--- src/rtl/alu_req_scheduler.sv ---
// Two-port round-robin front-end for the shared ALU: accept, drive ALU from registers, capture, respond.
// Optional: define ALU_SCHED_FIXED_PRIO_EN for fixed port-0 priority instead of round-robin.
module alu_req_scheduler #(
  parameter int unsigned NREQ = 2,
  parameter int unsigned W    = 32
) (
  input  logic         clk,
  input  logic         rst_n,
  input  logic         req0_valid,
  output logic         req0_ready,
  input  logic [5:0]   req0_opcode,
  input  logic [5:0]   req0_ctrl,
  input  logic [4:0]   req0_shamt,
  input  logic [15:0]  req0_imm,
  input  logic [W-1:0] req0_rs,
  input  logic [W-1:0] req0_rt,
  input  logic         req1_valid,
  output logic         req1_ready,
  input  logic [5:0]   req1_opcode,
  input  logic [5:0]   req1_ctrl,
  input  logic [4:0]   req1_shamt,
  input  logic [15:0]  req1_imm,
  input  logic [W-1:0] req1_rs,
  input  logic [W-1:0] req1_rt,
  output logic         rsp0_valid,
  input  logic         rsp0_ready,
  output logic         rsp1_valid,
  input  logic         rsp1_ready,
  output logic [W-1:0] rsp_res,
  output logic         rsp_branch,
  output logic [5:0]   alu_opcode,
  output logic [5:0]   alu_ctrl,
  output logic [4:0]   alu_shamt,
  output logic [15:0]  alu_imm,
  output logic [W-1:0] alu_rs,
  output logic [W-1:0] alu_rt,
  input  logic [W-1:0] alu_res,
  input  logic         alu_branch,
  output logic         busy
);

  localparam int unsigned OwnerW = $clog2(NREQ);

  typedef enum logic [1:0] {S_IDLE, S_EXEC, S_RESP} state_e;

  state_e              state_q;
  logic [OwnerW-1:0]   owner_q;
  logic [W-1:0]        rsp_res_q;
  logic                rsp_branch_q;
  logic [5:0]          alu_opcode_q;
  logic [5:0]          alu_ctrl_q;
  logic [4:0]          alu_shamt_q;
  logic [15:0]         alu_imm_q;
  logic [W-1:0]        alu_rs_q;
  logic [W-1:0]        alu_rt_q;
  logic                prio_c;
  logic                idle_c;
  logic                grant1_c;
  logic                rsp_hs_c;
  logic                is_branch_c;

`ifdef ALU_SCHED_FIXED_PRIO_EN
  assign prio_c = 1'b0;
`else
  logic prio_q;
  assign prio_c = prio_q;
`endif

  // Port 1 wins when it is alone or when both are valid and it holds priority.
  assign idle_c      = (state_q == S_IDLE);
  assign grant1_c    = req1_valid && (!req0_valid || prio_c);
  assign req0_ready  = idle_c && req0_valid && !grant1_c;
  assign req1_ready  = idle_c && grant1_c;
  assign rsp_hs_c    = (owner_q == OwnerW'(1)) ? rsp1_ready : rsp0_ready;
  // Branch flag is only meaningful for beq/bne; otherwise the ALU output is stale.
  assign is_branch_c = (alu_opcode_q == 6'h04) || (alu_opcode_q == 6'h05);

  always_ff @(posedge clk or negedge rst_n) begin
    if (!rst_n) begin
      state_q      <= S_IDLE;
      owner_q      <= '0;
      rsp_res_q    <= '0;
      rsp_branch_q <= 1'b0;
      alu_opcode_q <= '0;
      alu_ctrl_q   <= '0;
      alu_shamt_q  <= '0;
      alu_imm_q    <= '0;
      alu_rs_q     <= '0;
      alu_rt_q     <= '0;
`ifndef ALU_SCHED_FIXED_PRIO_EN
      prio_q       <= 1'b0;
`endif
    end else begin
      case (state_q)
        S_IDLE: begin
          if (req0_ready || req1_ready) begin
            alu_opcode_q <= grant1_c ? req1_opcode : req0_opcode;
            alu_ctrl_q   <= grant1_c ? req1_ctrl   : req0_ctrl;
            alu_shamt_q  <= grant1_c ? req1_shamt  : req0_shamt;
            alu_imm_q    <= grant1_c ? req1_imm    : req0_imm;
            alu_rs_q     <= grant1_c ? req1_rs     : req0_rs;
            alu_rt_q     <= grant1_c ? req1_rt     : req0_rt;
            owner_q      <= OwnerW'(grant1_c);
            state_q      <= S_EXEC;
          end
        end
        S_EXEC: begin
          rsp_res_q    <= alu_res;
          rsp_branch_q <= is_branch_c ? alu_branch : 1'b0;
          state_q      <= S_RESP;
        end
        S_RESP: begin
          if (rsp_hs_c) begin
            state_q <= S_IDLE;
`ifndef ALU_SCHED_FIXED_PRIO_EN
            prio_q  <= ~owner_q[0];
`endif
          end
        end
        default: state_q <= S_IDLE;
      endcase
    end
  end

  assign rsp0_valid = (state_q == S_RESP) && (owner_q == OwnerW'(0));
  assign rsp1_valid = (state_q == S_RESP) && (owner_q == OwnerW'(1));
  assign busy       = !idle_c;
  assign rsp_res    = rsp_res_q;
  assign rsp_branch = rsp_branch_q;
  assign alu_opcode = alu_opcode_q;
  assign alu_ctrl   = alu_ctrl_q;
  assign alu_shamt  = alu_shamt_q;
  assign alu_imm    = alu_imm_q;
  assign alu_rs     = alu_rs_q;
  assign alu_rt     = alu_rt_q;

endmodule

--- config.mk ---
export PLATFORM = sky130hd
export DESIGN_NAME = alu_req_scheduler
export DESIGN_NICKNAME = d
export VERILOG_FILES = /design/src/rtl/alu_req_scheduler.sv
export SDC_FILE = /design/constraint.sdc
export NUM_CORES = 1
export LEC_CHECK = 0
export CAP_MARGIN = 20
export CORE_AREA = 2 2 145 147
export CTS_BUF_LIST = sky130_fd_sc_hd__clkbuf_2
export DETAILED_ROUTE_END_ITERATION = 8
export DIE_AREA = 0 0 147 149
export PLACE_DENSITY_LB_ADDON = 0.15
export SYNTH_ARGS = -nofsm -noshare
export SYNTH_HDL_FRONTEND = slang
export SYNTH_SLANG_ARGS = --single-unit
--- constraint.sdc ---
create_clock -name clk -period 1.55 [get_ports clk]
set_clock_uncertainty 0.05 [all_clocks]
set_input_delay 0.155 -clock clk [delete_from_list [all_inputs] [get_ports clk]]
set_output_delay 0.155 -clock clk [all_outputs]
set_load 0.005 [all_outputs]
==> impl_results.md <==
- Outcome: finished with violations
- Violated checks: setup timing
- Clock-pin slew on the worst setup and hold paths: 0.21 ns
- Synth area leader: dfrtp_1
- Vias per Instance: 5.209
- Post-layout nets: 1566
- Final min period: 1.941 ns
- First-pass GRT wire length: 44690 um
- Clock buffer depth: 2
- Critical path class: reg2out
- FILL cells: 1532
- Share of post-route cells with drive strength above 1: 29.67%
- Worst slew pin tran: 0.6036 ns
- Final slew viol count: 0
- CTS tree: yes
- Synthesized Nets: 892
- Fin util: 69.05%
- Worst vdd ir: 0.5874 mV
- Post-DP HPWL: 17320 um
- Total power density per cell area: 1570 nW/um^2
- Slew headroom: 59.76%
- TritonRoute pass-1 iters: 5
- GP Congestion: 0.7758
- IO Port Bufs: 367
- Final Cycle Share: 125.2%
- Startpoint types: flop
- GRT Resource Usage Total: 25.72%
- Final ANT Viol Nets: 0
- Hold_sp: rsp0_ready
- Die Height: 149 um
- EDFF count, synth: 0
- Remaining global-route overflow: 0
- Vias in the first global route: 8172
- CP max FO: 2
- DRT iter0 DRCs: 493
- Clock latency on the worst-skew pair: 0.69 ns
- Initial antenna violation count: 1
- Via Count: 8443
- Hold endpoint: prio_c$_DFFE_PN0P_
- Leakage power: 5.811 nW
- FF-to-FF setup slack: -0.31 ns
- Die ar.: 21900 sq um
- Cells after synthesis: 659
- Hold Path Stages: 3
- Maximum level of the CTS H-tree: 4
- Routed wire length: 32430 um
- Count of unique library cells instantiated by Yosys: 22
- Hold Vio Cnt, Final: 0
- Clock root buffer master: clkbuf_2
- Unrepaired setup endpoints after global routing: true
- Buf/Inv on CP: 2
- Ys flop type: dfrtp_1
- Worst EP arrival: 1.74 ns
- Crit end category: output port
- Post-synthesis cell area: 6396 sq um
- Starting density of the core: 31.11%
- Setup TNS Final: -23.05 ns
- Largest net degree at the start of global routing: 62
- Core Box Area: 20560 sq um
- Worst hold slack: 0.1304 ns
- Drt drc: 0
- Crit path cell chain: nor2_4, buf_6, nand2_4, a21oi_4, buf_2
- Wirelength per Cell: 20.00 um
- Critical-path top delay cell: dfrtp_1
- Reg-to-reg startpoint: state_q[1]$_DFFE_PN0P_
- Sequential area share after synthesis: 52.43%
- FF-to-FF End: alu_rt[12]$_DFFE_PN0P_
- Achievable Freq: 515.2 MHz
- Top post-synthesis cells by area: dfrtp_1 52%, o21ai_0 7.8%, a21oi_1 7.7%
- Final setup viols: 103
- HP Class: in2reg
- Worst path max stage delay: 0.46 ns
- Inst Count DP: 1261
- Total CTS buffers: 17
- Ports: 368
- Yosys reg bits: 134
- Sink Count: 134
- CP top delay family: flip-flops
- Area share of the largest cell type after synthesis: 52.43%
- Final Worst Setup Slack: -0.3911 ns
- Maxcap violations: 0
- Async SR Flop Fraction: 100.0%
- FP Rows: 53
- Area Growth Syn to Fin: 121.9%
- Crit path required time: 1.34 ns
- Ys Warns: 0
- Reg2Reg Depth: 9
- Die width: 147 um
- Non-Filler Instances: 1621
- Average size of a mapped cell: 9.706 sq um
[cell usage after synthesis (3+ instances only)]
| master | number |
|---|---|
| a21oi_1 | 99 |
| a31oi_1 | 78 |
| a31oi_2 | 20 |
| buf_2 | 14 |
| buf_6 | 5 |
| clkbuf_1 | 59 |
| dfrtp_1 | 134 |
| inv_1 | 3 |
| mux2_2 | 32 |
| nand2_1 | 3 |
| nand2b_1 | 3 |
| nand3_1 | 97 |
| nor2_1 | 4 |
| o21ai_0 | 100 |
[repair_timing]
item	in CTS	in global routing
gates cloned	0	22
gates resized for setup	547	88
endpoints found under the setup margin	135	254
setup buffers	32	45
hold endpoints to repair	265	0
pin swaps	13	8
hold buffers	230	0
[cells in the final DEF (no fill, tap or decap), drive strengths merged, types with 3 or more instances in the layout]
| cell | Yosys | layout |
|---|---|---|
| nor2 | 4 | 4 |
| a31oi | 98 | 98 |
| nand3 | 97 | 97 |
| nand2 | 3 | 3 |
| inv | 4 | 6 |
| clkinvlp | 0 | 4 |
| clkdlybuf4s50 | 0 | 230 |
| dlygate4sd3 | 0 | 230 |
| a21oi | 99 | 99 |
| nand2b | 3 | 3 |
| dfrtp | 134 | 134 |
| clkbuf | 59 | 32 |
| mux2 | 32 | 32 |
| buf | 19 | 258 |
| clkinv | 0 | 3 |
| bufinv | 0 | 4 |
| o21ai | 100 | 100 |
[worst reg2reg max path, cell delays in order (launching register included)]
cell	delay [ns]
dfrtp_1	0.46
nor2_4	0.14
buf_6	0.12
buf_4	0.10
buf_6	0.09
buf_8	0.11
and2_4	0.23
buf_12	0.18
clkbuf_16	0.18
a31oi_4	0.08
[state kept, by name (all words and copies together), names as in the netlist]
register,cells
alu_rs,32
alu_rt,32
rsp_res,32
alu_imm,16
alu_ctrl,6
alu_opcode,6
alu_shamt,5
state_q,2
owner_q,1
prio_c,1
rsp_branch,1
[final cells by class]
type	instances	area (sq um)	share of cell area (%)
flip-flops and latches	134	3353	23.62
well taps	275	344.1	2.424
clock buffers	18	90.09	0.6346
clock inverters	13	180.2	1.269
repair buffers	733	6999	49.31
multi-input cells	443	3211	22.62
diodes	1	2.502	0.01763
inverters	4	15.01	0.1058
[worst max-delay path by stage]
stage / start / to / slack [ns] / cells past startpoint
after floorplan: prio_c$_DFFE_PN0P_ / alu_imm[11]$_DFFE_PN0P_ / 0.04 / 5
after global placement: req0_valid / req0_ready / -0.33 / 4
after CTS: state_q[1]$_DFFE_PN0P_ / req0_ready / -0.45 / 5
after detailed placement: req0_valid / req0_ready / -0.32 / 4
after global routing: state_q[1]$_DFFE_PN0P_ / req0_ready / -0.52 / 5
final: state_q[1]$_DFFE_PN0P_ / req0_ready / -0.39 / 5
[logic make-up (layout without fill, tap and decap cells)]
kind of cell / Yosys count / in the layout / synth area share [%]
and+or+nand+nor: 112 / 112 / 8.881
AOI/OAI and AO/OA: 299 / 299 / 27.39
buffers and inverters: 82 / 768 / 5.673
muxes: 32 / 32 / 5.634
other: 0 / 1 / 0
DFF: 134 / 134 / 52.43
[per-layer routing]
metal | wire length [um] | vias up | GRT usage (%) | part of all wire, %
li1 | - | 3820 | - | -
met5 | 0 | - | 0 | 0
met3 | 2317 | 75 | 6.177 | 7.1
met4 | 1005 | 0 | 9.760 | 3.1
met1 | 12960 | 4127 | 31.72 | 40
met2 | 16140 | 421 | 43.92 | 50
[power by group]
group	internal [W]	switching (W)
combinational	0.00757	0.00599
clock	0.00105	0.00142
sequential	0.00525	0.00101
total	0.0139	0.00841
[per-stage QoR]
step | instance area [sq um] | worst slack (ns) | power (W)
final | 14190 | -0.3911 | 0.02228
after global routing | 14190 | -0.5189 | 0.02344
after CTS | 12760 | -0.4495 | 0.01808
after detailed placement | 10570 | -0.3235 | 0.01618
after global placement | 10570 | -0.3252 | 0.01607
after floorplan | 6399 | 0.03585 | 0.01024
(Power assumes the default switching activity.)
